[config.mk]
export PLATFORM = sky130hd
export DESIGN_NAME = snn_spike_scoreboard
export DESIGN_NICKNAME = d
export VERILOG_FILES = /design/src/rtl/snn_spike_scoreboard.sv
export SDC_FILE = /design/constraint.sdc
export NUM_CORES = 1
export LEC_CHECK = 0
export CAP_MARGIN = 20
export CORE_MARGIN = 4
export CORE_UTILIZATION = 45
export DETAILED_ROUTE_END_ITERATION = 8
export SLEW_MARGIN = 20
export SYNTH_ARGS = -nofsm -noshare
export SYNTH_HDL_FRONTEND = slang
export SYNTH_SLANG_ARGS = --single-unit
export TNS_END_PERCENT = 10
[constraint.sdc]
create_clock -name clock -period 13.52 [get_ports clock]
set_clock_uncertainty 0.05 [all_clocks]
set_input_delay 4.056 -clock clock [delete_from_list [all_inputs] [get_ports clock]]
set_output_delay 4.056 -clock clock [all_outputs]
set_load 0.05 [all_outputs]
[src/rtl/snn_spike_scoreboard.sv]
// ---------------------------------------------------------------------------
// snn_spike_scoreboard
//   On-chip scorer for the SNN spike output vector. Expected vectors enter a
//   LAT-deep delay line and are compared with the network output LAT cycles
//   later. The block counts matches and scored samples, flags mismatches,
//   saturates both counters together, and computes an integer accuracy
//   percentage with a sequential restoring divider.
//
//   Optional feature macro: SNN_SB_SKIP_ZERO_EN
//     defined   -> all-zero expected vectors are not scored (they still
//                  carry the last marker through the delay line)
//     undefined -> all-zero expected vectors are scored like any other
// ---------------------------------------------------------------------------
module snn_spike_scoreboard #(
    parameter int N_OUT = 3,
    parameter int LAT   = 2,
    parameter int CNT_W = 16
) (
    input  logic             clock,
    input  logic             reset,
    input  logic             start,
    input  logic             exp_valid,
    input  logic [N_OUT-1:0] exp_vec,
    input  logic             exp_last,
    input  logic [N_OUT-1:0] dut_vec,
    output logic             busy,
    output logic             done,
    output logic [CNT_W-1:0] match_count,
    output logic [CNT_W-1:0] scored_count,
    output logic [6:0]       accuracy_pct,
    output logic             mismatch,
    output logic             overflow
);

    // Dividend is 100*match_count, which needs 7 more bits than the counter.
    localparam int               DIV_W   = CNT_W + 7;
    localparam int               STEP_W  = $clog2(DIV_W);
    localparam logic [CNT_W-1:0] CNT_MAX = {CNT_W{1'b1}};
    localparam logic [6:0]       PCT_MAX = 7'd100;

    typedef enum logic [2:0] {
        IDLE,
        RUN,
        DRAIN,
        CALC,
        DONE
    } state_t;

    state_t state_q, state_d;

    // Delay line: index 0 is the tail (newest), LAT-1 is the head (oldest).
    logic [LAT-1:0]   dl_valid_q, dl_valid_d;
    logic [LAT-1:0]   dl_last_q,  dl_last_d;
    logic [N_OUT-1:0] dl_vec_q [LAT];
    logic [N_OUT-1:0] dl_vec_d [LAT];

    logic [CNT_W-1:0] match_q,  match_d;
    logic [CNT_W-1:0] scored_q, scored_d;
    logic [6:0]       acc_q,    acc_d;
    logic             mism_q,   mism_d;
    logic             ovf_q,    ovf_d;
    logic             done_q,   done_d;

    // Restoring divider: dvd shifts the dividend out at the top and the
    // quotient in at the bottom; rem is the partial remainder.
    logic [DIV_W-1:0]  dvd_q,  dvd_d;
    logic [CNT_W-1:0]  rem_q,  rem_d;
    logic [CNT_W-1:0]  dsr_q,  dsr_d;
    logic [STEP_W-1:0] step_q, step_d;

    logic             start_go;
    logic             accept;
    logic             head_live;
    logic             head_scored;
    logic             head_match;
    logic [N_OUT-1:0] head_vec;
    logic             head_last;

    logic [CNT_W:0]   rem_sh;
    logic             div_ge;
    logic [CNT_W-1:0] rem_nx;
    logic [DIV_W-1:0] dvd_nx;
    logic [6:0]       quo_pct;

    assign start_go   = start && (state_q == IDLE || state_q == DONE);
    assign accept     = (state_q == RUN) && exp_valid;
    assign head_vec   = dl_vec_q[LAT-1];
    assign head_last  = dl_last_q[LAT-1];
    assign head_live  = dl_valid_q[LAT-1] && (state_q == RUN || state_q == DRAIN);
    assign head_match = (dut_vec == head_vec);

`ifdef SNN_SB_SKIP_ZERO_EN
    assign head_scored = head_live && (|head_vec);
`else
    assign head_scored = head_live;
`endif

    // Shift the delay line; only RUN injects valid entries, start flushes it.
    always_comb begin
        dl_valid_d[0] = accept;
        dl_last_d[0]  = exp_last;
        dl_vec_d[0]   = exp_vec;
        for (int i = 1; i < LAT; i++) begin
            dl_valid_d[i] = dl_valid_q[i-1];
            dl_last_d[i]  = dl_last_q[i-1];
            dl_vec_d[i]   = dl_vec_q[i-1];
        end
        if (start_go) begin
            dl_valid_d = '0;
        end
    end

    // One restoring-division step and the clamped final quotient.
    always_comb begin
        rem_sh  = {rem_q, dvd_q[DIV_W-1]};
        div_ge  = (rem_sh >= {1'b0, dsr_q});
        rem_nx  = div_ge ? CNT_W'(rem_sh - {1'b0, dsr_q}) : rem_sh[CNT_W-1:0];
        dvd_nx  = {dvd_q[DIV_W-2:0], div_ge};
        quo_pct = (dvd_nx > DIV_W'(PCT_MAX)) ? PCT_MAX : dvd_nx[6:0];
    end

    // Next-state, head scoring and divider control.
    always_comb begin
        // NOTE: every signal gets a default here so no path can leave one
        // unassigned, which would otherwise infer a latch.
        state_d  = state_q;
        match_d  = match_q;
        scored_d = scored_q;
        acc_d    = acc_q;
        mism_d   = 1'b0;
        ovf_d    = ovf_q;
        done_d   = 1'b0;
        dvd_d    = dvd_q;
        rem_d    = rem_q;
        dsr_d    = dsr_q;
        step_d   = step_q;

        // Score the head entry. Once either counter has saturated both
        // freeze so the match/scored ratio stays meaningful.
        if (head_scored) begin
            mism_d = !head_match;
            if (!ovf_q) begin
                if (scored_q == CNT_MAX || (head_match && match_q == CNT_MAX)) begin
                    ovf_d = 1'b1;
                end else begin
                    scored_d = scored_q + 1'b1;
                    if (head_match) begin
                        match_d = match_q + 1'b1;
                    end
                end
            end
        end

        case (state_q)
            IDLE, DONE: begin
                if (start) begin
                    state_d  = RUN;
                    match_d  = '0;
                    scored_d = '0;
                    acc_d    = '0;
                    ovf_d    = 1'b0;
                end
            end
            RUN: begin
                if (exp_valid && exp_last) begin
                    state_d = DRAIN;
                end
            end
            DRAIN: begin
                // The last entry is scored on this same edge, so the divider
                // is loaded from the updated counter values.
                if (head_live && head_last) begin
                    state_d = CALC;
                    dvd_d   = DIV_W'(match_d) * DIV_W'(PCT_MAX);
                    rem_d   = '0;
                    dsr_d   = scored_d;
                    step_d  = '0;
                end
            end
            CALC: begin
                if (dsr_q == '0) begin
                    state_d = DONE;
                    acc_d   = '0;
                    done_d  = 1'b1;
                end else begin
                    dvd_d  = dvd_nx;
                    rem_d  = rem_nx;
                    step_d = step_q + 1'b1;
                    if (step_q == STEP_W'(DIV_W - 1)) begin
                        state_d = DONE;
                        acc_d   = quo_pct;
                        done_d  = 1'b1;
                    end
                end
            end
            default: begin
                state_d = IDLE;
            end
        endcase
    end

    // Control and result registers with synchronous reset.
    always_ff @(posedge clock) begin
        // NOTE: sequential state uses non-blocking assignments so every flop
        // samples the pre-edge values regardless of statement order.
        if (reset) begin
            state_q    <= IDLE;
            dl_valid_q <= '0;
            match_q    <= '0;
            scored_q   <= '0;
            acc_q      <= '0;
            mism_q     <= 1'b0;
            ovf_q      <= 1'b0;
            done_q     <= 1'b0;
            dvd_q      <= '0;
            rem_q      <= '0;
            dsr_q      <= '0;
            step_q     <= '0;
        end else begin
            state_q    <= state_d;
            dl_valid_q <= dl_valid_d;
            match_q    <= match_d;
            scored_q   <= scored_d;
            acc_q      <= acc_d;
            mism_q     <= mism_d;
            ovf_q      <= ovf_d;
            done_q     <= done_d;
            dvd_q      <= dvd_d;
            rem_q      <= rem_d;
            dsr_q      <= dsr_d;
            step_q     <= step_d;
        end
    end

    // Delay-line payload; always qualified by the reset valid bits.
    always_ff @(posedge clock) begin
        // NOTE: the payload storage is left unreset; nothing reads it unless
        // its valid bit is set, and the valid bits are reset.
        dl_last_q <= dl_last_d;
        for (int i = 0; i < LAT; i++) begin
            dl_vec_q[i] <= dl_vec_d[i];
        end
    end

    assign busy         = (state_q == RUN) || (state_q == DRAIN) || (state_q == CALC);
    assign done         = done_q;
    assign match_count  = match_q;
    assign scored_count = scored_q;
    assign accuracy_pct = acc_q;
    assign mismatch     = mism_q;
    assign overflow     = ovf_q;

endmodule

==> results.sh <==
export IMPL_status="completed"
export IMPL_cp_start_kind="input pin"
export IMPL_synth_cell_types=74
export IMPL_grt_usage_pct=20.27
export IMPL_cts_root_buf="clkbuf_16"
export IMPL_maxCapViolCount=0
export IMPL_wirelength_mm=19.60
export IMPL_port_buffer_count=53
export IMPL_ys_seq_area_share_pct=29.94
export IMPL_antenna_found_initial=0
export IMPL_cp_end_kind="flop"
export IMPL_synth_edff_count=0
export IMPL_die_w_um=138.7
export IMPL_clkTransAtPathRegs_ns=0.05
export IMPL_route_antenna_remaining_nets=0
export IMPL_synth_async_reset_ratio_pct=0
export IMPL_dieArea_um2=19240
export IMPL_grt_pass1_vias=6157
export IMPL_post_cts_resized=0
export IMPL_final_layout_size_suffix_gt1_share_pct=6.837
export IMPL_num_vias=6650
export IMPL_gr_total_overflow=0
export IMPL_period_share_pct=66.34
export IMPL_start_util_pct=46.20
export IMPL_syn_area_per_cell_um2=8.285
export IMPL_crit_arrival_ns=9.25
export IMPL_cts_tree="yes"
export IMPL_path_cells="clkdlybuf4s50_1 -> xor2_1 -> nor3_1 -> and4_1 -> nand4_1 -> xnor2_1 -> inv_1 -> ha_1 -> ha_1 -> inv_1 -> fa_1 -> inv_1 -> ha_1 -> a21oi_1 -> nand2_1 -> a22o_1 -> nor3_1 -> a211oi_1 -> a211oi_1"
export IMPL_die_y_um=138.7
export IMPL_cp_max_fo=7
export IMPL_register_area_um2=2302
export IMPL_clkLatencyLatePin_ns=0.42
export IMPL_cpPeakStageDelay_ns=0.58
export IMPL_dp_hpwl_mm=14.55
export IMPL_max_freq_ghz=0.1115
export IMPL_core_um2=16640
export IMPL_clkSinkCount=115
export IMPL_gp_congestion=0.8716
export IMPL_area_growth_syn_to_layout_pct=16.70
export IMPL_netlist_instances=928
export IMPL_htreeDepth=4
export IMPL_grt_pass1_wl_mm=32.15
export IMPL_fin_crit_ns=8.969
export IMPL_rows=47
export IMPL_grt_setup_unrepaired="false"
export IMPL_multi_input_area_um2=4901
export IMPL_path_class="in -> reg"
export IMPL_worst_path_buf_inv=4
export IMPL_synth_ff_latch_count=115
export IMPL_post_drt_wl_per_cell_um=16.33
export IMPL_ioPinCount=54
export IMPL_drt_iter0_drc=496
export IMPL_grt_max_degree=66
export IMPL_finalSetupViolations=0
export IMPL_cts_made_buffers=17
export IMPL_slew_viol_final=0
export IMPL_drt_pass1_iter_count=5
export IMPL_place_area_um2=8354
export IMPL_slew_headroom_pct=30.25
export IMPL_synth_ff_type="dfxtp_1"
export IMPL_cp_top_family="simple AND/OR/NAND/NOR gates"
export IMPL_hold_class="reg -> reg"
export IMPL_n_fill_cell=1564
export IMPL_leakage_nw=3.769
export IMPL_worst_pin_slew_ns=1.042
export IMPL_cp_slowest_cell="nor3_1"
export IMPL_required_ns=13.80
export IMPL_cts_setup_buffers=0
export IMPL_syn_cell_area_um2=7689
export IMPL_pwr_density_cell_nw_per_um2=97.06
export IMPL_ys_warn_count=0
export IMPL_vdd_drop_max_mv=0.09668
export IMPL_clk_path_buf_depth=2
export IMPL_routed_via_density=5.542
export IMPL_setup_tns_ns=0
export IMPL_hold_viol=0
export IMPL_holdBufCountCts=0
export IMPL_n_antenna_cell=0
export IMPL_finalNetCount=1063
export IMPL_drcViolationCount=0
export IMPL_final_area_um2=8972
export IMPL_syn_nets=1024
[per-layer routing]
metal	vias to the layer above	routed length, µm	track usage [%]	share of wire, %
met2	174	8139	27.90	42
li1	3403	-	-	-
met3	27	922	4.621	4.7
met5	-	0	0	0
met4	0	405	6.488	2.1
met1	3046	10130	31.06	52
[area by class of cell]
cell class | instances | share of cell area (%)
inverter | 81 | 3.389
timing repair buffer | 60 | 6.443
clock inverter | 12 | 1.729
multi-input combinational | 692 | 54.62
tap | 220 | 3.068
clock buffer | 20 | 5.090
sequential | 115 | 25.66
[path summary, 6_finish.rpt]
path	startpoint	end	slack, ns	cells past startpoint
max	dut_vec[0]	dvd_q[22]	4.55	19
min	dl_vec_q[0][0]	dl_vec_q[0][3]	0.28	0
max reg2reg	state_q[0]	dvd_q[19]	7.85	17
min reg2reg	dl_vec_q[0][0]	dl_vec_q[0][3]	0.28	0
[registers in the layout, indices dropped and copies added (netlist names), 2 cells and up]
signal,flops
dl_vec_q,6
step_q,5
dsr_q,16
state_q,3
dvd_q,23
accuracy_pct,7
dl_valid_q,2
rem_q,16
dl_last_q,2
match_count,16
scored_count,16
[metrics by stage]
stage	utilization [%]	power, mW	worst slack (ns)	cells	hold slack, ns
detailed placement	50.20	0.4120	4.170	1168	0.2628
CTS	53.88	0.8793	4.588	1200	0.2748
floorplan	-	0.3944	4.926	928	0.2596
global placement	50.20	0.4121	4.255	1168	0.2609
finish	53.91	0.8708	4.551	1200	0.2760
global route	53.91	0.9021	4.243	1200	0.2834
[power by group]
| part | switching (mW) | internal [mW] | total [mW] |
|---|---|---|---|
| combinational | 0.0380 | 0.0170 | 0.0550 |
| clock | 0.166 | 0.299 | 0.466 |
| sequential | 0.00704 | 0.343 | 0.350 |
| total | 0.211 | 0.659 | 0.871 |
[logic make-up after synthesis]
logic type,share of synthesized area (%)
multiplexers,0.8137
flip-flops,29.94
XOR/XNOR,6.444
AO/OA/AOI/OAI,18.75
adder cells (fa/ha/maj),14.91
AND/OR/NAND/NOR,22.72
buffers and inverters,6.428
[placed cells by master (no fill, tap or decap), types with 16 or more instances in the layout]
| master | count |
|---|---|
| nor3_1 | 21 |
| a21oi_1 | 47 |
| nor2_1 | 95 |
| nand2_1 | 81 |
| nand4_1 | 24 |
| inv_1 | 81 |
| a211oi_1 | 23 |
| dfxtp_1 | 115 |
| nand3_1 | 16 |
| clkbuf_16 | 17 |
| xor2_1 | 29 |
| clkdlybuf4s50_1 | 52 |
| o211ai_1 | 17 |
| o21ai_0 | 38 |
| or3_1 | 17 |
| ha_1 | 74 |
| xnor2_1 | 22 |
[cells in the mapped netlist (11+ instances only)]
cell,instances,area share (%)
and3_1,11,0.90
a21oi_1,47,3.1
dfxtp_1,115,30
nand4_1,24,2.0
xor2_1,29,3.3
nand3_1,16,1.0
fa_1,11,2.9
nor2_1,96,4.7
inv_1,81,4.0
xnor2_1,22,2.5
and2_1,11,0.90
or3_1,17,1.4
a311oi_1,12,1.4
o21ai_0,39,2.5
ha_1,74,12
nand2_1,81,4.0
clkbuf_1,26,1.3
a211oi_1,23,2.2
nor3_1,21,1.4
o211ai_1,17,1.7
Note: power is estimated with default switching activity, not from simulation.
